$ cat src/rtl/mem_stage_pkg.sv
// Shared rv32i types for the memory stage: control word, funct3 encodings
// and the memory-stage FSM state.
package mem_stage_pkg;

    typedef enum logic {
        IDLE,
        BUSY
    } mem_state_t;

    typedef enum logic [2:0] {
        lb  = 3'b000,
        lh  = 3'b001,
        lw  = 3'b010,
        lbu = 3'b100,
        lhu = 3'b101
    } load_funct3_t;

    // Store codes match the low bits of the load codes, so one width
    // decode serves both directions.
    typedef enum logic [2:0] {
        sb = 3'b000,
        sh = 3'b001,
        sw = 3'b010
    } store_funct3_t;

    typedef struct packed {
        logic [6:0] opcode;
        logic [2:0] funct3;
        logic       mem_read;
        logic       mem_write;
        logic       load_regfile;
    } rv32i_control_word;

endpackage

$ cat src/rtl/mem_stage_align.sv
// Combinational data-memory alignment: funct3 + low address bits + store
// data -> byte enable, lane-shifted write data, misaligned flag.
// Macro MEM_MISALIGN_CHECK_EN: when defined, misalign_o flags word accesses
// with addr[1:0]!=0 and half accesses with addr[0]=1; otherwise tied 0.
// Ports:
//   funct3_i   [2:0]  access width/sign code
//   addr_lo_i  [1:0]  byte offset within the word
//   rs2_i      [31:0] store data
//   be_o       [3:0]  byte enable (half at offset 3 truncates to 4'b1000)
//   wdata_o    [31:0] rs2_i shifted into its byte lane
//   misalign_o        misaligned access flag
import mem_stage_pkg::*;

module mem_stage_align (
    input  logic [2:0]  funct3_i,
    input  logic [1:0]  addr_lo_i,
    input  logic [31:0] rs2_i,
    output logic [3:0]  be_o,
    output logic [31:0] wdata_o,
    output logic        misalign_o
);

    logic mis_raw;

    always_comb begin
        be_o    = 4'b1111;
        mis_raw = 1'b0;
        case (funct3_i)
            lb, lbu: begin
                be_o    = 4'b0001 << addr_lo_i;
            end
            lh, lhu: begin
                be_o    = 4'b0011 << addr_lo_i;
                mis_raw = addr_lo_i[0];
            end
            default: begin
                be_o    = 4'b1111;
                mis_raw = |addr_lo_i;
            end
        endcase
    end

    assign wdata_o = rs2_i << {addr_lo_i, 3'b000};

`ifdef MEM_MISALIGN_CHECK_EN
    assign misalign_o = mis_raw;
`else
    logic unused_mis;
    assign unused_mis = mis_raw;
    assign misalign_o = 1'b0;
`endif

endmodule

$ cat src/rtl/mem_stage.sv
// Memory stage plus MEM/WB pipeline register. Drives the data-memory port
// from the EX/MEM bundle, stalls upstream until dmem_resp_i, and registers
// the bundle, byte enable and raw read word for write-back.
// Macro MEM_MISALIGN_CHECK_EN: misaligned accesses are suppressed and
// reported on misalign_o instead of being issued.
// Ports:
//   clk, rst_n                    clock, async active-low reset
//   ex_valid_i, flush_i           bundle valid, kill instruction in MEM
//   pc_i .. br_en_i               EX/MEM bundle
//   stall_o                       hold EX/MEM and upstream
//   dmem_*_o / dmem_*_i           data-memory request / response
//   wb_valid_o .. misalign_o      MEM/WB register outputs
//
// state | meaning
// IDLE  | no access outstanding; new request issues combinationally
// BUSY  | request held, waiting for dmem_resp_i
import mem_stage_pkg::*;

module mem_stage (
    input  logic              clk,
    input  logic              rst_n,
    input  logic              ex_valid_i,
    input  logic              flush_i,
    input  logic [31:0]       pc_i,
    input  logic [31:0]       pc_plus4_i,
    input  logic [31:0]       instruction_i,
    input  rv32i_control_word ctrl_word_i,
    input  logic [31:0]       alu_i,
    input  logic [31:0]       rs2_i,
    input  logic [31:0]       br_en_i,
    output logic              stall_o,
    output logic              dmem_read_o,
    output logic              dmem_write_o,
    output logic [31:0]       dmem_address_o,
    output logic [3:0]        dmem_byte_enable_o,
    output logic [31:0]       dmem_wdata_o,
    input  logic [31:0]       dmem_rdata_i,
    input  logic              dmem_resp_i,
    output logic              wb_valid_o,
    output logic [31:0]       pc_o,
    output logic [31:0]       pc_plus4_o,
    output logic [31:0]       instruction_o,
    output logic [31:0]       alu_o,
    output logic [31:0]       br_en_o,
    output rv32i_control_word ctrl_word_o,
    output logic [3:0]        mem_byte_enable_o,
    output logic [31:0]       r_data_o,
    output logic              misalign_o
);

    mem_state_t state_q, state_d;
    logic       kill_q, kill_d;
    logic       mem_op, misal, align_mis, req, wb_load;
    logic [3:0] be;

    mem_stage_align u_align (
        .funct3_i   (ctrl_word_i.funct3),
        .addr_lo_i  (alu_i[1:0]),
        .rs2_i      (rs2_i),
        .be_o       (be),
        .wdata_o    (dmem_wdata_o),
        .misalign_o (align_mis)
    );

    assign mem_op = ex_valid_i & (ctrl_word_i.mem_read | ctrl_word_i.mem_write);
    assign misal  = mem_op & align_mis;

    always_comb begin
        state_d = state_q;
        kill_d  = kill_q;
        req     = 1'b0;
        wb_load = 1'b0;
        case (state_q)
            IDLE: begin
                // Gated by rst_n so the port goes quiet the moment reset asserts.
                req     = rst_n & mem_op & ~flush_i & ~misal;
                wb_load = ex_valid_i & ~flush_i & ~(req & ~dmem_resp_i);
                if (req & ~dmem_resp_i)
                    state_d = BUSY;
            end
            BUSY: begin
                req = rst_n;
                if (dmem_resp_i) begin
                    // A flush here cannot abort the access; the result is dropped.
                    wb_load = ~kill_q & ~flush_i;
                    kill_d  = 1'b0;
                    state_d = IDLE;
                end else if (flush_i) begin
                    kill_d = 1'b1;
                end
            end
            default: state_d = IDLE;
        endcase
    end

    assign stall_o            = req & ~dmem_resp_i;
    assign dmem_read_o        = req & ctrl_word_i.mem_read;
    assign dmem_write_o       = req & ctrl_word_i.mem_write;
    assign dmem_address_o     = {alu_i[31:2], 2'b00};
    assign dmem_byte_enable_o = be;

    always_ff @(posedge clk or negedge rst_n) begin
        if (!rst_n) begin
            state_q           <= IDLE;
            kill_q            <= 1'b0;
            wb_valid_o        <= 1'b0;
            pc_o              <= '0;
            pc_plus4_o        <= '0;
            instruction_o     <= '0;
            alu_o             <= '0;
            br_en_o           <= '0;
            ctrl_word_o       <= '0;
            mem_byte_enable_o <= '0;
            r_data_o          <= '0;
            misalign_o        <= 1'b0;
        end else begin
            state_q <= state_d;
            kill_q  <= kill_d;
            if (wb_load) begin
                wb_valid_o                 <= 1'b1;
                pc_o                       <= pc_i;
                pc_plus4_o                 <= pc_plus4_i;
                instruction_o              <= instruction_i;
                alu_o                      <= alu_i;
                br_en_o                    <= br_en_i;
                ctrl_word_o                <= ctrl_word_i;
                ctrl_word_o.load_regfile   <= ctrl_word_i.load_regfile & ~misal;
                mem_byte_enable_o          <= be;
                r_data_o                   <= (req & ctrl_word_i.mem_read) ? dmem_rdata_i : 32'h0;
                misalign_o                 <= misal;
            end else begin
                wb_valid_o        <= 1'b0;
                pc_o              <= '0;
                pc_plus4_o        <= '0;
                instruction_o     <= '0;
                alu_o             <= '0;
                br_en_o           <= '0;
                ctrl_word_o       <= '0;
                mem_byte_enable_o <= '0;
                r_data_o          <= '0;
                misalign_o        <= 1'b0;
            end
        end
    end

endmodule

$ cat config.mk
export PLATFORM = sky130hd
export DESIGN_NAME = mem_stage
export DESIGN_NICKNAME = d
export VERILOG_FILES = /design/src/rtl/mem_stage_pkg.sv /design/src/rtl/mem_stage_align.sv /design/src/rtl/mem_stage.sv
export SDC_FILE = /design/constraint.sdc
export NUM_CORES = 1
export LEC_CHECK = 0
export ABC_AREA = 0
export CORE_AREA = 2 2 203 205
export CTS_BUF_LIST = sky130_fd_sc_hd__clkbuf_16
export DETAILED_ROUTE_END_ITERATION = 10
export DIE_AREA = 0 0 205 207
export HOLD_SLACK_MARGIN = 0.02
export PLACE_DENSITY = 0.59
export SLEW_MARGIN = 15
export SYNTH_ARGS = -nofsm -noshare
export SYNTH_HDL_FRONTEND = slang
export SYNTH_SLANG_ARGS = --single-unit
$ cat constraint.sdc
create_clock -name clk -period 2.1 [get_ports clk]
set_clock_uncertainty 0.2 [all_clocks]
set_input_delay 0.315 -clock clk [delete_from_list [all_inputs] [get_ports clk]]
set_output_delay 0.315 -clock clk [all_outputs]
set_load 0.1 [all_outputs]
After elaboration in Yosys (flattened, before gate mapping). Cells that the tools add are included.

Logic and storage cells: 61. Register bits: 212. Output and inout bits: 282. Input port bits: 242.

Multiplexer cells: 19. Bitwise gates (word level): 16. Reductions and logical operators: 5. Shift-type cells: 3. Equality and inequality tests: 3.

Operator list (count): 2-to-1 mux 32 bit (7); left shift 32 x 5 -> 32 bit (1); 2-to-1 mux 13 bit (1); bitwise AND 1 bit (10); case mux 4 bit (2 select lines) (1); equality test 3 bit, second input constant (2); 2-to-1 mux 1 bit (6); case mux 1 bit (2 select lines) (3); inverter 1 bit (5); 2-to-1 mux 4 bit (1); OR reduction 2 bit (2); left shift 1 x 2 -> 4 bit, first input constant (1); left shift 2 x 2 -> 4 bit, first input constant (1); equality test 3 x 1 -> 1 bit, second input constant (1); zero test 3 bit (1); AND reduction 2 bit (1); nonzero test 2 bit (1); OR 1 bit (1).

Depth between registers and ports, before layout.
Word-level depth: 9. Gate-level depth with buffers: 7. Depth with buffers taken out: 3.

Cells and area by module. From an unflattened synthesis, not the netlist that was laid out.

Cell total of the unflattened synthesis: 636. Area total of the unflattened synthesis: 8215.4 µm².

By module, submodules not included: mem_stage (instances 1, cells each 562, area each 7626.1 µm², seq. area each 5330.1 µm²); mem_stage_align (instances 1, cells each 74, area each 589.3 µm², seq. area each 0.0 µm²).

Worst setup path after synthesis. No wires, ideal clock.

Kind: input port to output port. From: input port alu_i[1]. To: output port dmem_wdata_o[16]. Buffers on the path: 2. Setup slack: -1.479 ns. Data required time: 1.585 ns. Stages: 4. Data arrival time: 3.064 ns. Path through: buf_2 -> buf_1 -> mux2i_1 -> o21ai_0.

Cells in the longest elaborated chain, start to end: 1.

RTL lines: start, declared (line mem_stage.sv:28) `input logic [31:0] alu_i,`; left shift 32 x 5 -> 32 bit (line mem_stage_align.sv:43) `assign wdata_o = rs2_i << {addr_lo_i, 3'b000};`; end, declared (line mem_stage.sv:36) `output logic [31:0] dmem_wdata_o,`.

Every way passes these cells.

Final worst setup path.
From: input port flush_i. To: output port dmem_read_o.

Cells in the longest elaborated chain, start to end: 4.

RTL lines: start, declared (line mem_stage.sv:23) `input logic flush_i,`; inverter 1 bit (line mem_stage.sv:76) `req = rst_n & mem_op & ~flush_i & ~misal;`; bitwise AND 1 bit (line mem_stage.sv:76); case mux 1 bit (2 select lines) (line mem_stage.sv:73) `case (state_q)`; bitwise AND 1 bit (line mem_stage.sv:97) `assign dmem_read_o = req & ctrl_word_i.mem_read;`; end, declared (line mem_stage.sv:32) `output logic dmem_read_o,`.

Every way passes these cells.

==> run summary <==
The flow ran to the end, and the final reports show no timing, DRC or antenna violations. The initial antenna violation count is 2. The later pin in the worst-skew pair is clocked with a latency of 0.54 ns. The share of the Yosys chip area taken by registers is 65.3%.

During placement, the flow inserted port buffers numbering 520. The synthesized area per cell came out at 12.5 µm². In this design, the stage delay of the slowest critical-path cell is 0.43 ns. The ratio of cells with drive above 1 in the final layout came out at 33.9%. The slowest stage of the critical path belongs to the cell sky130_fd_sc_hd__clkdlybuf4s50_1. The total I/O pin count came out at 524. The signal on the critical path passes through clkdlybuf4s50_1 > nand2b_4 > buf_4 > nand2_2 > and3_4 > buf_12. The area growth from synthesis to final layout came out at 85.7%.

The per-cell routed wire length came out at 19.5 µm. The nature of the critical path endpoint is an output port. Counting every instance in the synthesized netlist gives 651. The wire length reported by the detailed router is 33.0 mm. The static power due to leakage is 7.64 nW. Data on the critical path arrives at its endpoint at 1.53 ns. STA classifies the critical path startpoint as an input pin.

The clock-pin slew on the worst setup and hold paths is 0.06 ns. The setup slack of the critical path after layout is 0.0523 ns. The number of sinks driven by the clock tree came out at 212. The remaining max-slew budget at the tightest pin is 67.0%. After layout, the worst path uses 97.5% of the clock period. The final number of setup-violating endpoints came out at 0. The number of register bits inferred by synthesis is 212. Signal routing reaches up to met4. The most common cell in the synthesized netlist is sky130_fd_sc_hd__dfrtp_1.

CTS built an H-tree with a depth of 1. Clock tree synthesis selected as its root buffer the cell sky130_fd_sc_hd__clkbuf_16. The fraction of registers with async set/reset came out at 100%. The half-perimeter wire length of the detailed placement result is 25.2 mm. TritonCTS built the clock tree. The congestion estimate from routability-driven global placement came to 0.854. The first global-routing pass estimated 48.2 mm of wire. The tightest min-delay check is of the input pin to async pin type. The total routing usage reported by global routing came out at 15.0%. Dividing total power by cell area gives a power density of 820 nW/µm². For this run, design rule violations remaining after detail routing come to 0.

The sum of buffers and inverters on the critical path came out at 3. Broken down by cell family, the worst path's largest delay share belongs to buffers and inverters. The Yosys warning count is 0. The die area came out at 42400 µm². The number of placement rows is 74. The number of global-route vias before repair is 7550. The total count of max-transition violations in the final report is 0. The remaining global-route overflow came out at 0.

The final antenna-violating net count came out at 0. The required time reported for the critical path endpoint came out at 1.58 ns. The largest buffer count on any clock path is 3. The tool flagged a number of max-cap violations equal to 0. The largest fanout of any net on the critical path came out at 3. From bottom edge to top edge, the die measures 207 µm. The first-pass detailed-route iteration total came out at 5. The initial DRC count is 288. The kind of critical path is input pin to output port. The met3 wire length came out at 3.44 mm. The total length of routed met2 wires came out at 16.5 mm. The count of flip-flops with a built-in enable after synthesis is 0. The library cell with the largest summed area after synthesis is sky130_fd_sc_hd__dfrtp_1. The total number of nets in the final design is 1383. In this run the horizontal extent of the chip is 205 µm.

The accumulated negative setup slack is 0 ns. The minimum period implied by the final worst setup slack is 2.05 ns. The setup slack of the worst register-to-register path is 0.27 ns. The area of the core region is 40400 µm². The maximum vdd ir drop is 480 µV.

The number of distinct library cell variants in the gate-level netlist after synthesis came out at 27. Sorting the synthesized cells by area gives the leading types as sky130_fd_sc_hd__dfrtp_1 65%, sky130_fd_sc_hd__and3_1 14%, sky130_fd_sc_hd__nand4b_1 3.5%. The total via count after detailed routing is 7063. For this run, the leading register cell type out of synthesis is sky130_fd_sc_hd__dfrtp_1. OpenSTA, run right after detailed placement, puts the worst setup slack at -0.151 ns.

Sorting the synthesized cells by how often they occur yields 212 x sky130_fd_sc_hd__dfrtp_1, 179 x sky130_fd_sc_hd__and3_1, 39 x sky130_fd_sc_hd__clkbuf_1. Static timing analysis puts the maximum clock frequency at 488 MHz. Setup repair after global routing left no endpoint under its margin. The synthesized netlist occupies a cell area of 8120 µm². The number of diodes added for antenna fixing came out at 0.

After detailed routing, the wire length on met1 is 11.7 mm. The largest net degree at the start of global routing is 94. The number of clock buffers inserted by TritonCTS came out at 25. The initial standard-cell utilization of the core is 20.1%. The area share of the largest cell type after synthesis came out at 65.3%. The transition time of the tightest slew-check pin is 0.482 ns.

The post-detailed-route via-to-cell ratio came out at 4.18. The number of hold-slack violations in the final timing report is 0. Cells fill 37.4% of the core in the end.
## through the flow
| stage | std cells | hold slack, ns | area, µm² | power [mW] |
|---|---|---|---|---|
| floorplan | 653 | -0.181 | 8320 | 6.82 |
| global placement | 1642 | -0.0639 | 14300 | 8.28 |
| detailed placement | 1642 | -0.0634 | 14300 | 8.30 |
| CTS | 1689 | 0.0747 | 15100 | 12.6 |
| global route | 1690 | 0.104 | 15100 | 12.8 |
| finish | 1690 | 0.109 | 15100 | 12.4 |
## layout make-up
cell class	instances	area [µm²]
Multi-Input combinational cell	342	2440
Tap cell	532	666
Clock buffer	25	626
Clock inverter	19	159
Inverter	1	3.75
Sequential cell	212	5310
Fill cell	3980	25300
Timing Repair Buffer	559	5880
## worst paths after layout
| path | startpoint | to | cells after the start |
|---|---|---|---|
| hold reg to reg | kill_q | kill_q | 2 |
| setup / recovery | flush_i | dmem_read_o | 6 |
| hold / removal | rst_n | r_data_o[31] | 2 |
| setup reg to reg | state_q | pc_o[8] | 6 |
| min in group clk | alu_i[0] | alu_o[0] | 3 |
| max in group asynchronous | rst_n | pc_plus4_o[2] | 4 |
## cell families after synthesis
kind of cell | share of synthesized area (%)
buffers and inverters | 7.66
multiplexers | 1.97
AND/OR/NAND/NOR | 22.4
flip-flops | 65.3
AO/OA/AOI/OAI | 2.62
other | 0.0462
## state kept, by name, indices dropped and copies added, names as in the netlist
name               flops
r_data_o              32
kill_q                 1
pc_plus4_o            32
instruction_o         32
br_en_o               32
alu_o                 32
wb_valid_o             1
ctrl_word_o           13
state_q                1
mem_byte_enable_o      4
pc_o                  32
## routing by layer
| layer | global-route usage, % | vias up |
|---|---|---|
| met1 | 16.0 | 3433 |
| met4 | 5.83 | 0 |
| met2 | 26.6 | 370 |
| li1 | - | 3209 |
| met5 | 0 | - |
| met3 | 5.68 | 51 |
## report_power, final
group          leakage (nW)  switching (mW)  internal [mW]  total, mW
Clock                 0.409            1.75           2.42       4.17
Combinational          4.36            2.66           1.20       3.86
Sequential             2.87          0.0725           4.27       4.34
Total                  7.64            4.48           7.89       12.4
## cell usage in the layout, fill, tap and decap left out, drive strengths merged
| master | n |
|---|---|
| nor2 | 11 |
| buf | 319 |
| and3 | 179 |
| clkdlybuf4s50 | 235 |
| nand2b | 3 |
| bufinv | 2 |
| o2bb2ai | 1 |
| dlygate4sd3 | 2 |
| nand2 | 9 |
| nand4b | 32 |
| or2 | 2 |
| nor2b | 12 |
| o32ai | 1 |
| a211o | 1 |
| a211oi | 8 |
| o21ai | 9 |
| mux2i | 16 |
| nor3 | 32 |
| and2 | 9 |
| clkinv | 9 |
| conb | 3 |
| a21oi | 12 |
| o21bai | 1 |
| dfrtp | 212 |
| or3 | 1 |
| inv | 9 |
| clkbuf | 25 |
| dlygate4sd2 | 3 |
## timing repair
item                       in CTS  in global routing
gates cloned                    0                  0
setup buffers                   1                  1
pin swaps                       1                  1
hold buffers                    2                  0
hold endpoints to repair       92                  0
gates resized for setup         7                  2
setup endpoints to repair       3                  3
Note: power is estimated with default switching activity, not from simulation.
==> RTL edit 1, RTL diff (same settings) <==
The option `MEM_MISALIGN_CHECK_EN` is turned on by a define.
--- a/src/rtl/mem_stage_align.sv
+++ b/src/rtl/mem_stage_align.sv
@@ -10,4 +10,6 @@
 //   wdata_o    [31:0] rs2_i shifted into its byte lane
 //   misalign_o        misaligned access flag
+`define MEM_MISALIGN_CHECK_EN
+
 import mem_stage_pkg::*;
 
Check against the original RTL: not equivalent (Yosys sat finds a counterexample within 4 cycles, from zero or initial values and one cycle with rst_n low).
==> RTL edit 1 against the original RTL <==
The run now ends with negative hold slack left. Cell count down 0.41%. Synthesized area down 2.9%. Worst setup slack worse by 0.0033 ns. Design area about the same. Count of clock-buffer cells in the layout unchanged. Wire length down 12%. Sequential cell count up 1. Die area unchanged. Fmax down 0.16%. Total power up 0.95%. Non-clock buffer count up 15. Largest cell class unchanged. Highest routed layer unchanged.
==> RTL edit 1: results (changes against the original RTL) <==
hold crit path type=in2reg; via count=6298 (-11%); Seq/Total Area, Yosys=67.6% (+2.3 points); post-synthesis mux area share=2.17% (+0.20 points); first-pass GRT wire length=42.3 mm (-12%); GR Util met3=5.07% (-0.61 points); TritonCTS buffer count=25 (unchanged); status=finished with violations; largest net degree at the start of global routing=99 (+5.3%); drt first-iter violations=166 (-42%); DP Cell Count=1632 (-0.61%); Final HPWL DP=22.5 mm (-10%); routability cong.=0.810 (-5.2%); Worst slew margin=46.2% (-21 points); library cells used by synthesis=31 (+15%); setup bufs post-CTS=2 (+1); WL final=29.0 mm (-12%); WL met1=10.7 mm (-8.9%); Commonest cells post-synth=dfrtp_1 (213), and2_1 (186), buf_4 (32); Synth area leaders=dfrtp_1 (68%), and2_1 (15%), buf_4 (3.0%), buf_6 (2.4%), nor2b_2 (2.3%); nets=1374 (-0.65%); f_max=488 MHz (-0.16%); Place WS=-0.309 ns (-0.157 ns); R2R Path End=instruction_o[27]; Setup crit start=ctrl_word_i[1]; leak pwr=7.23 nW (-5.5%); violated checks=negative hold slack; All-Layer GR Usage=13.1% (-1.9 points); WHS=-0.00308 ns (-0.112 ns); grt met2 use=23.0% (-3.6 points); wire length per cell=17.3 microns (-12%); share of cells above drive strength 1=36.9% (+3.0 points); CP max stage delay=0.55 ns (+0.12 ns); first drt pass iteration count=4 (-1); DP Area=14100 sq um (-0.97%); hold-fix buffers at CTS=3 (+1); CP max-delay cell=dlygate4sd3_1; Worst Setup EP=dmem_write_o; vias in the first global route=6798 (-10%); IO buf count=521 (+0.19%); endpoints failing hold=1 (+1); Post-Syn Instances=594 (-8.8%)
[RTL edit 1: changes by cell type after synthesis, sizes merged, moves of 32 or more]
| cell | change |
|---|---|
| nor3 | -32 |
| and3 | -179 |
| clkbuf | -32 |
| and2 | +177 |
| nand4b | -32 |
| nor2b | +32 |
[RTL edit 1: cell type report]
| class | instances | area (sq um) |
|---|---|---|
| Fill cell | 4025 | 25300 |
| Timing Repair Buffer | 574 | 5920 |
| Sequential cell | 213 | 5330 |
| Multi-Input combinational cell | 316 | 2270 |
| Tap cell | 532 | 666 |
| Clock buffer | 25 | 626 |
| Clock inverter | 19 | 246 |
| Inverter | 2 | 7.51 |
| Antenna cell | 2 | 5.00 |
[RTL edit 1: tightest hold or removal path: stages]
cell and delay [ns]:
dlymetal6s2s_1 0.17, a21oi_1 0.14, a21oi_1 0.05
[RTL edit 1: power breakdown]
part	total, mW	internal [mW]	switching, mW
Combinational	3.52	1.15	2.37
Clock	4.65	2.89	1.76
Sequential	4.32	4.27	0.0576
==> RTL edit 2, RTL diff (config.mk and constraints unchanged) <==
Without the edit above. Reset style: synchronous (`rst_n`), changed in one clocked block. Comments in the files are not updated.
--- a/src/rtl/mem_stage.sv
+++ b/src/rtl/mem_stage.sv
@@ -100,5 +100,5 @@
     assign dmem_byte_enable_o = be;
 
-    always_ff @(posedge clk or negedge rst_n) begin
+    always_ff @(posedge clk) begin
         if (!rst_n) begin
             state_q           <= IDLE;
Behaviour: differs if rst_n is asserted again (counterexample within 4 cycles, from zero or initial values and one cycle with rst_n low); with rst_n held inactive, the same outputs for 4 cycles.
==> RTL edit 2 against the original RTL <==
Sequential share of layout area shrank 5.7 points. Sequential cell count is the same. Critical path depth shrank 1. Synthesized area shrank 10%. Fmax shrank 1.1%. Worst setup slack lost 0.023 ns. Clock power is essentially flat. Largest cell class unchanged. Sequential power shrank 4%. Wire length shrank 12%. Design area shrank 4.5%. Count of clock-buffer cells in the layout shrank 1. Critical endpoint is now stall_o. Total power shrank 8.0%.
==> RTL edit 2: results (changes against the original RTL) <==
wire length per cell=15.5 microns (-20%); first drt pass iteration count=4 (-1); Synth area leaders=dfxtp_1 (58%), a21oi_1 (15%), nand2_1 (11%), buf_4 (3.5%), buf_2 (3.0%); R2R Path End=mem_byte_enable_o[3]; Hold Path Depth=4; largest net degree at the start of global routing=78 (-17%); worst r2r path cells=4 (-2); Fillers=4079 (+2.5%); Commonest cells post-synth=nand2_1 (217), a21oi_1 (215), dfxtp_1 (212); critical path fanouts, max=6 (+3); Async SR Flop Fraction=0% (-100 points); leak pwr=6.11 nW (-20%); via count=7541 (+6.8%); IO buf count=520 (unchanged); total gr overflow=0 (unchanged); status=finished clean; FF-to-FF Start=state_q; WHS=0.0457 ns (-0.0637 ns); later-pin clock latency in the skew report=0.51 ns (-0.03 ns); initial antenna violation count=2 (unchanged); TritonCTS buffer count=24 (-4.0%); Yosys warnings=0 (unchanged); R2R Setup Slk=0.49 ns (+0.22 ns); library cells used by synthesis=24 (-11%); routability cong.=0.787 (-7.9%); hold endpoint=pc_plus4_o[23]; All-Layer GR Usage=12.9% (-2.2 points); hold path start=rst_n; Seq/Total Area, Yosys=58.2% (-7.1 points); most used flip-flop cell after synthesis=dfxtp_1; first-pass GRT wire length=42.8 mm (-11%); Place WS=-0.0707 ns (+0.0807 ns); Longest Clk Path Bufs=3 (unchanged); setup bufs post-CTS=0 (-1); Peak supply drop=0.451 mV (-6.0%); Final HPWL DP=22.5 mm (-11%); Worst-path clk slew=0.06 ns (about the same); vias in the first global route=7449 (-1.3%); hold crit path type=in2reg; CTS H-Tree Depth=1 (unchanged); clk root buf=clkbuf_16; drt first-iter violations=355 (+23%); crit path DAT=1.56 ns (+0.03 ns); nets=1569 (+13%); # diodes=0 (unchanged); share of cells above drive strength 1=31.0% (-2.9 points)
## RTL edit 2: worst max-delay path, cell delays in order
cell and delay (ns):
buf_6 0.10, dlygate4sd3_1 0.57, inv_2 0.09, nor3_2 0.26
buf_12 0.21
## RTL edit 2: power by group
part | switching, mW | leakage (nW) | internal (mW) | total (mW)
logic | 1.98 | 3.99 | 1.06 | 3.04
clock network | 1.72 | 0.400 | 2.46 | 4.18
registers | 0.0331 | 1.72 | 4.13 | 4.16
## RTL edit 2: per-stage QoR
stage          instances  util (%)  instance area (sq um)
3_3_place_gp        1831      33.6                  13600
3_5_place_dp        1831      33.6                  13600
6_report            1876      35.7                  14400
5_1_grt             1876      35.7                  14400
4_1_cts             1876      35.6                  14400
2_1_floorplan        842         -                   7540
## RTL edit 2: logic make-up after synthesis
family	synth area share (%)
other	0.0514
AO/OA/AOI/OAI	17.2
multiplexers	2.20
flip-flops	58.2
AND/OR/NAND/NOR	13.9
buffers and inverters	8.47
## RTL edit 2: timing repair
| item | 4_1_cts | 5_1_grt |
|---|---|---|
| hold buffers | 2 | 0 |
| endpoints found under the setup margin | 3 | 11 |
| endpoints found under the hold margin | 2 | 0 |
| resized for setup | 6 | 8 |
| pin swaps | 2 | 0 |
## RTL edit 2: worst max-delay path by stage
stage	slack, ns	depth (start not counted)	startpoint	end
3_5_place_dp	-0.07	5	ex_valid_i	dmem_write_o
2_1_floorplan	-0.32	3	ex_valid_i	dmem_read_o
3_3_place_gp	-0.07	5	ex_valid_i	dmem_read_o
4_1_cts	0.01	4	state_q	dmem_write_o
5_1_grt	-0.02	5	rst_n	stall_o
6_report	0.03	5	rst_n	stall_o
## RTL edit 2: cell type report
cell class	count	share of cell area (%)
clock inverter	19	1.30
sequential	212	29.5
clock buffer	24	4.17
multi-input combinational	514	18.9
inverter	4	0.104
tap	532	4.62
timing repair buffer	571	41.4
## RTL edit 2: metal layers
metal | GRT usage [%] | wire, microns
met5 | 0 | 13
met4 | 4.44 | 795
met3 | 4.01 | 2700
met2 | 22.6 | 14400
met1 | 14.6 | 11200
